## config.mk

```make
export PLATFORM = sky130hd
export DESIGN_NAME = instruction_fetch_flat
export DESIGN_NICKNAME = d
export VERILOG_FILES = /design/src/rtl/instruction_fetch_if.sv /design/src/rtl/instruction_fetch.sv /design/src/flat_wrapper.sv
export SDC_FILE = /design/constraint.sdc
export NUM_CORES = 1
export LEC_CHECK = 0
export CAP_MARGIN = 5
export CORE_MARGIN = 1
export CORE_UTILIZATION = 46
export DETAILED_ROUTE_END_ITERATION = 8
export PLACE_DENSITY_LB_ADDON = 0.15
export REMOVE_ABC_BUFFERS = 1
export SLEW_MARGIN = 40
export SYNTH_ARGS = -nofsm -noshare
export SYNTH_HDL_FRONTEND = slang
export SYNTH_SLANG_ARGS = --single-unit
```

## constraint.sdc

```tcl
create_clock -name clk -period 17.9 [get_ports clk]
set_clock_uncertainty 0.2 [all_clocks]
set_input_delay 3.58 -clock clk [delete_from_list [all_inputs] [get_ports clk]]
set_output_delay 3.58 -clock clk [all_outputs]
set_load 0.005 [all_outputs]
```

## src/rtl/instruction_fetch_if.sv

```systemverilog
// Instruction-fetch bundle: memory read channel plus the decode-side
// instruction handoff. The fetch unit uses the master view; memory/decode
// models use the slave view.
interface instruction_fetch_if;
  logic        memReadRequest;
  logic [31:0] memAddress;
  logic        memReadReady;
  logic        memReadValid;
  logic [31:0] memReadData;
  logic        stall;
  logic        redirect;
  logic [31:0] redirectAddress;
  logic [31:0] instructionData;
  logic [31:0] instructionAddress;
  logic [31:0] nextPCAddress;
  logic        instructionValid;

  modport master (
    output memReadRequest, memAddress,
    output instructionData, instructionAddress, nextPCAddress, instructionValid,
    input  memReadReady, memReadValid, memReadData,
    input  stall, redirect, redirectAddress
  );

  modport slave (
    input  memReadRequest, memAddress,
    input  instructionData, instructionAddress, nextPCAddress, instructionValid,
    output memReadReady, memReadValid, memReadData,
    output stall, redirect, redirectAddress
  );
endinterface

```

## src/rtl/instruction_fetch.sv

```systemverilog
// Instruction fetch unit: issues word-aligned reads to instruction memory,
// buffers returned words with their addresses in a small FIFO, and hands
// them to the decode stage. A redirect flushes the buffer and marks every
// outstanding read for discard so stale words never reach decode.
module instruction_fetch #(
  parameter logic [31:0] RESET_PC        = 32'h0000_0000,
  parameter int          MAX_OUTSTANDING = 2
) (
  input  logic                clk,
  input  logic                rst,
  instruction_fetch_if.master bus
);

  localparam logic [1:0] ST_RESET_HOLD = 2'd0;
  localparam logic [1:0] ST_FETCH      = 2'd1;
  localparam logic [1:0] ST_REDIRECT   = 2'd2;

  // Storage is sized for the largest legal depth; pointers wrap at the
  // configured depth so non-power-of-two depths work.
  localparam int         DEPTH    = 4;
  localparam logic [3:0] MAX_CNT  = 4'(MAX_OUTSTANDING);
  localparam logic [1:0] LAST_IDX = 2'(MAX_OUTSTANDING - 1);

  logic [1:0]  state_q, state_d;
  logic [31:0] pc_q, pc_d;
  logic [2:0]  inflight_q, inflight_d;   // live reads awaiting data
  logic [3:0]  discard_q, discard_d;     // reads whose data must be dropped
  logic [2:0]  cnt_q, cnt_d;
  logic [1:0]  rd_ptr_q, rd_ptr_d;
  logic [1:0]  wr_ptr_q, wr_ptr_d;
  logic [31:0] data_q [DEPTH];
  logic [31:0] addr_q [DEPTH];

  logic [3:0]  occupancy;
  logic [4:0]  outstanding;
  logic        req;
  logic        accept;
  logic        push;
  logic        pop;
  logic        drop_discard;
  logic        head_vld;
  logic [31:0] rsp_addr;
  logic [31:0] redirect_pc;

  function automatic logic [1:0] ptr_inc(input logic [1:0] p);
    if (p == LAST_IDX) return 2'd0;
    return p + 2'd1;
  endfunction

  assign occupancy    = {1'b0, inflight_q} + {1'b0, cnt_q};
  assign outstanding  = {1'b0, discard_q} + {2'b00, inflight_q};
  assign req          = (state_q == ST_FETCH) && !bus.redirect && (occupancy < MAX_CNT);
  assign accept       = req && bus.memReadReady;
  // Responses retire discards first; with nothing live in flight a stray
  // response is simply ignored.
  assign drop_discard = bus.memReadValid && !bus.redirect && (discard_q != 4'd0);
  assign push         = bus.memReadValid && !bus.redirect && (discard_q == 4'd0) &&
                        (inflight_q != 3'd0);
  assign pop          = head_vld && !bus.stall && !bus.redirect;
  // Live reads are consecutive words ending just below the PC, so the
  // oldest one (the one returning now) sits inflight_q words back.
  assign rsp_addr     = pc_q - {27'd0, inflight_q, 2'b00};
  assign redirect_pc  = bus.redirectAddress & 32'hFFFF_FFFC;

  // Next-state logic: redirect overrides fetch, push and pop.
  always_comb begin
    state_d    = state_q;
    pc_d       = pc_q;
    inflight_d = inflight_q;
    discard_d  = discard_q;
    cnt_d      = cnt_q;
    rd_ptr_d   = rd_ptr_q;
    wr_ptr_d   = wr_ptr_q;
    if (bus.redirect) begin
      state_d    = ST_REDIRECT;
      pc_d       = redirect_pc;
      inflight_d = 3'd0;
      cnt_d      = 3'd0;
      rd_ptr_d   = 2'd0;
      wr_ptr_d   = 2'd0;
      // A response arriving with the redirect retires one outstanding read.
      if (bus.memReadValid && (outstanding != 5'd0)) begin
        discard_d = 4'(outstanding - 5'd1);
      end else begin
        discard_d = 4'(outstanding);
      end
    end else begin
      case (state_q)
        ST_RESET_HOLD: state_d = ST_FETCH;
        ST_REDIRECT:   state_d = ST_FETCH;
        default:       state_d = ST_FETCH;
      endcase
      if (accept) pc_d = pc_q + 32'd4;
      inflight_d = inflight_q + {2'b00, accept} - {2'b00, push};
      if (drop_discard) discard_d = discard_q - 4'd1;
      cnt_d = cnt_q + {2'b00, push} - {2'b00, pop};
      if (pop)  rd_ptr_d = ptr_inc(rd_ptr_q);
      if (push) wr_ptr_d = ptr_inc(wr_ptr_q);
    end
  end

  // Control state with synchronous active-low reset.
  always_ff @(posedge clk) begin
    if (!rst) begin
      state_q    <= ST_RESET_HOLD;
      pc_q       <= RESET_PC;
      inflight_q <= 3'd0;
      discard_q  <= 4'd0;
      cnt_q      <= 3'd0;
      rd_ptr_q   <= 2'd0;
      wr_ptr_q   <= 2'd0;
    end else begin
      state_q    <= state_d;
      pc_q       <= pc_d;
      inflight_q <= inflight_d;
      discard_q  <= discard_d;
      cnt_q      <= cnt_d;
      rd_ptr_q   <= rd_ptr_d;
      wr_ptr_q   <= wr_ptr_d;
    end
  end

  // FIFO payload; contents are only visible through a non-zero count.
  always_ff @(posedge clk) begin
    if (push) begin
      data_q[wr_ptr_q] <= bus.memReadData;
      addr_q[wr_ptr_q] <= rsp_addr;
    end
  end

  assign head_vld               = (cnt_q != 3'd0);
  assign bus.memReadRequest     = req;
  assign bus.memAddress         = pc_q;
  assign bus.instructionValid   = head_vld;
  assign bus.instructionData    = head_vld ? data_q[rd_ptr_q] : 32'h0;
  assign bus.instructionAddress = head_vld ? addr_q[rd_ptr_q] : 32'h0;
  assign bus.nextPCAddress      = head_vld ? (addr_q[rd_ptr_q] + 32'd4) : 32'h0;

endmodule

```

## src/flat_wrapper.sv

```systemverilog
// flat-port wrapper written by rule: the top's interface ports become plain ports
module instruction_fetch_flat 
#(
  parameter logic [31:0] RESET_PC        = 32'h0000_0000,
  parameter int          MAX_OUTSTANDING = 2
)
  (clk, rst, bus_memReadRequest, bus_memAddress, bus_instructionData, bus_instructionAddress, bus_nextPCAddress, bus_instructionValid, bus_memReadReady, bus_memReadValid, bus_memReadData, bus_stall, bus_redirect, bus_redirectAddress);
  instruction_fetch_if bus_i ();
  input  logic clk;
  input  logic rst;
  output wire logic [$bits(bus_i.memReadRequest)-1:0] bus_memReadRequest;
  output wire logic [$bits(bus_i.memAddress)-1:0] bus_memAddress;
  output wire logic [$bits(bus_i.instructionData)-1:0] bus_instructionData;
  output wire logic [$bits(bus_i.instructionAddress)-1:0] bus_instructionAddress;
  output wire logic [$bits(bus_i.nextPCAddress)-1:0] bus_nextPCAddress;
  output wire logic [$bits(bus_i.instructionValid)-1:0] bus_instructionValid;
  input wire logic [$bits(bus_i.memReadReady)-1:0] bus_memReadReady;
  input wire logic [$bits(bus_i.memReadValid)-1:0] bus_memReadValid;
  input wire logic [$bits(bus_i.memReadData)-1:0] bus_memReadData;
  input wire logic [$bits(bus_i.stall)-1:0] bus_stall;
  input wire logic [$bits(bus_i.redirect)-1:0] bus_redirect;
  input wire logic [$bits(bus_i.redirectAddress)-1:0] bus_redirectAddress;
  assign bus_memReadRequest = bus_i.memReadRequest;
  assign bus_memAddress = bus_i.memAddress;
  assign bus_instructionData = bus_i.instructionData;
  assign bus_instructionAddress = bus_i.instructionAddress;
  assign bus_nextPCAddress = bus_i.nextPCAddress;
  assign bus_instructionValid = bus_i.instructionValid;
  assign bus_i.memReadReady = bus_memReadReady;
  assign bus_i.memReadValid = bus_memReadValid;
  assign bus_i.memReadData = bus_memReadData;
  assign bus_i.stall = bus_stall;
  assign bus_i.redirect = bus_redirect;
  assign bus_i.redirectAddress = bus_redirectAddress;
  instruction_fetch #(.RESET_PC(RESET_PC), .MAX_OUTSTANDING(MAX_OUTSTANDING)) u_core (.clk(clk), .rst(rst), .bus(bus_i));
endmodule
```

==> impl_metrics.toml, run 1 <==
[global_route]
grt_use_total = 0.194
grt_max_degree = 63
grt_overflow = 0
antenna_found_initial = 0
use_met3 = 0.0276
met2_usage = 0.324
grt_util_met1 = 0.268
grt_pass1_wl_um = 45900
grt-busiest-layer = "met2"
grt_pass1_vias = 8267

[synthesis]
synth_top_family_by_area = "simple AND/OR/NAND/NOR gates"
muxShareOfSynthArea = 0.105
synth_top_cells_by_count = "edfxtp_1 (248), nor2_1 (70), and2_1 (66), mux4_2 (62)"
synth_top_cell_area_share = 0.551
syn_area_um2 = 13500
synth_xor_area_frac = 0.0486
avgSynthCellArea_um2 = 14.2
syn_inst = 951
synth.distinct_cells = 64
synthAdderAreaFrac = 0.0231
yosysMostFrequentCell = "edfxtp_1"
synth_edf_count = 248
synth_area_leaders = "edfxtp_1 (55%), mux4_2 (10%), dfxtp_1 (7.1%), and2_1 (3.1%), xnor2_1 (2.6%)"
yosysSeqAreaShare = 0.622
synth_compound_area_frac = 0.0438
synth_seq_cells = 296
synth_simple_gate_area_frac = 0.126
synth_area_leader_cell = "edfxtp_1"
async_flop_share = 0
synth_warnings = 0
synth_ff_type = "edfxtp_1"

[clock_network]
cts_max_level = 1
cts_buffer_depth = 3
cts_tree = "yes"
cts.reportedPaths.clkPinSlew_ns = 0.06
postCtsSetupRepairBufs = 0
ctsResizeCount = 0
cts_hold_buf = 0
cts.sinks = 296
clk_latency_ns = 0.56
root_buffer = "clkbuf_16"
cts_buffers = 31

[setup_path]
startpoint = "bus_redirect"
r2r_start = "u_core.inflight_q[1]"
slowest_delay_ns = 0.49
start_kind = "input pin"
cp_cell_sequence = "clkdlybuf4s50_1 -> buf_4 -> a2111oi_2 -> and2_1 -> clkdlybuf4s50_1"
crit_fanout = 36
rr_worst_depth = 12
crit_path_top_delay_cell = "clkdlybuf4s50_1"
r2r-end = "u_core.inflight_q[2]"
crit_required_ns = 14.12
worstSetupPathType = "in -> out"
cp.arrival_ns = 5.25
worstSetupEndpoint = "bus_memReadRequest"
worstSetupEndpointType = "output port"
r2r_slack_ns = 13.64
cpMostUsedCell = "clkdlybuf4s50_1"

[final_layout]
final_cells = 1539
diodes = 0
syn2layout_area_growth_pct = 23.7
fin_area_um2 = 16700
layout-drive-gt1-share = 0.123
final_nets = 1224
post-route-util = 0.581
nFillCells = 2322

[placed_design]
placed_cells = 1483
port_buffers = 191
place_congestion = 0.843
place_area_um2 = 15800
dp_slack_ns = 8.85
hpwl_um = 18700

[power_and_ir_drop]
peakVddDrop_uv = 69.8
power.density_nw_per_um2 = 86.3
p_leak_nw = 5.54
pwr-share-comb = 0.054
switching_power_mw = 0.299
p_clk_frac = 0.415
internal_power_mw = 1.14
power_mw = 1.44
swShare = 0.208
p_seq_frac = 0.531

[drt]
drt_iter0_markers = 463
num_vias = 8302
postRouteWirelength_um = 28700
wl_per_cell_um = 18.7
route.detailed.vias_per_inst = 5.39
firstDrtPassIters = 4
drc = 0
ant_nets = 0

[worst_hold_path]
hold_class = "reg -> reg"
holdPathStages = 2

[timing]
max_slew_margin = 0.420
slew_viol_final = 0
fmax_mhz = 111
fin_tns_setup_ns = 0
setup_slack_ns = 8.87
setup_viol = 0
rsz0062_at_grt = "false"
min_period_ns = 9.03
hold_violations = 0
whs_ns = 0.229
worst_pin_slew_ns = 0.867
fin_crit_sh = 0.504

[floorplan]
fp-row-count = 62
initial_core_util = 0.470
dieWidth_um = 173
die_y_um = 173
ios = 200
die_area_um2 = 30100
core_area_um2 = 28800

[outcome]
outcome = "finished clean"

[job]
max-cap-violations = 0
-- final cells by class --
class,instances,area [µm²],share of cell area
Sequential cell,296,8410,0.503
Timing Repair Buffer,202,2020,0.121
Clock buffer,40,820,0.0490
Clock inverter,16,130,0.00778
Inverter,33,124,0.00741
Tap cell,384,480,0.0287
Multi-Input combinational cell,568,4740,0.283
-- routing by layer --
metal | wire length [µm] | vias up
met4 | 492 | 0
li1 | - | 3919
met1 | 12500 | 4097
met3 | 1650 | 36
met2 | 14100 | 250
met5 | 0 | -
-- power by group through the flow --
stage | combinational [mW] | clock [mW] | sequential, mW
6_report | 0.0774 | 0.599 | 0.766
3_3_place_gp | 0.0760 | 0 | 0.781
2_1_floorplan | 0.0385 | 0 | 0.778
5_1_grt | 0.0862 | 0.640 | 0.768
4_1_cts | 0.0780 | 0.615 | 0.766
3_5_place_dp | 0.0775 | 0 | 0.781
-- cells by family after synthesis --
kind of cell / after synthesis
other cells: 1
mux: 64
flops: 296
fa+ha+maj: 22
compound gates: 95
simple gates: 306
xor+xnor: 75
buf+inv: 92
-- sequential cells by signal (all words and copies together) (netlist names), named ones only --
name,flops
u_core.addr_q,120
u_core.bus.memAddress,30
u_core.cnt_q,3
u_core.data_q,128
u_core.discard_q,4
u_core.inflight_q,3
u_core.rd_ptr_q,2
u_core.state_q,2
u_core.wr_ptr_q,2
-- cell usage in the layout, fill, tap and decap left out, drive strengths merged, types with 4 or more instances in the layout --
| master | n |
|---|---|
| xnor2 | 40 |
| clkinv | 12 |
| a21oi | 34 |
| nor2b | 4 |
| nor2 | 70 |
| nor4 | 13 |
| clkbuf | 40 |
| clkdlybuf4s50 | 191 |
| and3 | 13 |
| inv | 33 |
| buf | 11 |
| nand3 | 26 |
| and2 | 66 |
| or3 | 6 |
| a32oi | 5 |
| conb | 6 |
| a31oi | 7 |
| o211ai | 5 |
| xor2 | 35 |
| o21ai | 24 |
| and4 | 7 |
| nor3 | 23 |
| ha | 17 |
| fa | 5 |
| mux4 | 62 |
| nand2 | 48 |
| nor4b | 5 |
| nand4 | 14 |
| edfxtp | 248 |
| dfxtp | 48 |
-- how the worst min path moves through the flow --
| stage | endpoint | slack [ns] | start |
|---|---|---|---|
| CTS | flip-flop | 0.24 | u_core.rd_ptr_q[1] |
| global route | flip-flop | 0.27 | u_core.rd_ptr_q[1] |
| detailed placement | flip-flop | 0.23 | u_core.rd_ptr_q[1] |
| floorplan | flip-flop | 0.21 | u_core.rd_ptr_q[1] |
| global placement | flip-flop | 0.21 | u_core.rd_ptr_q[1] |
| finish | flip-flop | 0.23 | u_core.rd_ptr_q[1] |
-- critical path, delay by kind of cell --
kind | cells | cell delay [ns]
AND/OR/NAND/NOR | 1 | 0.18
AO/OA/AOI/OAI | 1 | 0.33
buffers and inverters | 3 | 1.13
(Power assumes the default switching activity.)
==> run 2: changes to the inputs <==
- clock period: 17.9 -> 8.15 ns (I/O delays scaled with it)
==> impl_metrics.toml, run 2 (synthesis results as in run 1) <==
[clock_network]
cts.reportedPaths.clkPinSlew_ns = 0.06
cts_tree = "yes"
postCtsSetupRepairBufs = 0
clk_latency_ns = 0.54
cts_buffers = 31
cts_buffer_depth = 3
root_buffer = "clkbuf_16"
cts.sinks = 296
ctsResizeCount = 0
cts_max_level = 1
cts_hold_buf = 0

[power_and_ir_drop]
internal_power_mw = 2.56
switching_power_mw = 0.650
power_mw = 3.21
p_leak_nw = 5.58
p_seq_frac = 0.525
pwr-share-comb = 0.054
swShare = 0.203
power.density_nw_per_um2 = 191
p_clk_frac = 0.421
peakVddDrop_uv = 146

[placed_design]
place_area_um2 = 15800
hpwl_um = 19300
port_buffers = 191
dp_slack_ns = 3.00
place_congestion = 0.816

[worst_hold_path]
hold_class = "reg -> reg"

[setup_path]
worstSetupEndpointType = "output port"
worstSetupPathType = "reg -> out"
cp.arrival_ns = 3.84
crit_fanout = 25
crit_required_ns = 6.32
start_kind = "flip-flop"

[global_route]
grt_overflow = 0
antenna_found_initial = 0
grt_use_total = 0.196
grt_pass1_vias = 8319
grt_max_degree = 63
grt_pass1_wl_um = 46200

[drt]
firstDrtPassIters = 5
num_vias = 8336
postRouteWirelength_um = 29300
ant_nets = 0
drt_iter0_markers = 573
route.detailed.vias_per_inst = 5.41
drc = 0
wl_per_cell_um = 19.0

[timing]
setup_viol = 0
hold_violations = 0
slew_viol_final = 0
fmax_mhz = 176
setup_slack_ns = 2.48
worst_pin_slew_ns = 0.701
max_slew_margin = 0.532
rsz0062_at_grt = "false"
min_period_ns = 5.67
fin_crit_sh = 0.696
fin_tns_setup_ns = 0

[final_layout]
top_register = "u_core.data_q"
nFillCells = 2322
regArea_um2 = 8410
syn2layout_area_growth_pct = 24.3
mostFrequentLayoutCells = "edfxtp_1 (248), clkdlybuf4s50_1 (191), nor2_1 (68), and2_1 (66), mux4_2 (62)"
largest_reg_flops = 128
post-route-util = 0.584
fin_area_um2 = 16800
final_common_cell = "edfxtp_1"
diodes = 0
multiInputGateArea_um2 = 4740
final_nets = 1228
layout-drive-gt1-share = 0.125

[floorplan]
dieWidth_um = 173
fp-row-count = 62
core_area_um2 = 28800
ios = 200
die_y_um = 173
die_area_um2 = 30100
initial_core_util = 0.470

[job]
max-cap-violations = 0

[outcome]
outcome = "finished clean"
## run 2: cell types whose count changed in the layout (fill, tap and decap cells not counted), sizes merged
cell    delta
buf        +4
clkbuf     -5
inv        -1
bufinv     +2
clkinv     +1
## run 2: per-stage QoR
| step | instances | hold WS [ns] |
|---|---|---|
| 5_1_grt | 1540 | 0.262 |
| 3_3_place_gp | 1484 | 0.219 |
| 2_1_floorplan | 897 | 0.207 |
| 6_report | 1540 | 0.235 |
| 4_1_cts | 1540 | 0.232 |
| 3_5_place_dp | 1487 | 0.222 |
## run 2: final timing paths
kind,start,endpoint,slack [ns],depth (start not counted)
setup / recovery,flip-flop,bus_nextPCAddress[18],2.48,8
hold / removal,u_core.rd_ptr_q[1],flip-flop,0.23,2
setup reg to reg,u_core.inflight_q[1],u_core.inflight_q[2],3.87,12
hold reg to reg,u_core.rd_ptr_q[1],flip-flop,0.23,2
## run 2: critical path: stages, from the launching register on
cell	delay, ns
dfxtp_4	0.68
buf_12	0.26
mux4_2	0.32
nand4_1	0.38
nor4_1	0.60
nand3_1	0.17
xor2_1	0.18
nor2_1	0.12
clkdlybuf4s50_1	0.59
## run 2: area by class of cell
class / count / area share
Clock buffer: 35 / 0.0471
Sequential cell: 296 / 0.501
Timing Repair Buffer: 206 / 0.123
Multi-Input combinational cell: 568 / 0.282
Tap cell: 384 / 0.0286
Clock inverter: 18 / 0.0107
Inverter: 33 / 0.00737
## run 2: routing by layer
metal / wire, µm / vias up / part of all wire / GRT usage
met3: 1490 / 38 / 0.051 / 0.0252
met1: 13000 / 4101 / 0.45 / 0.271
met4: 635 / 0 / 0.022 / 0.0597
met2: 14100 / 261 / 0.48 / 0.325
met5: 0 / - / 0 / 0
li1: - / 3936 / - / -
## run 2: power by group through the flow
stage               logic [mW]  registers (mW)  clock network (mW)
floorplan               0.0846            1.71                   0
global placement         0.168            1.71                   0
detailed placement       0.172            1.71                   0
CTS                      0.173            1.68                1.38
global route             0.191            1.69                1.43
finish                   0.172            1.68                1.35
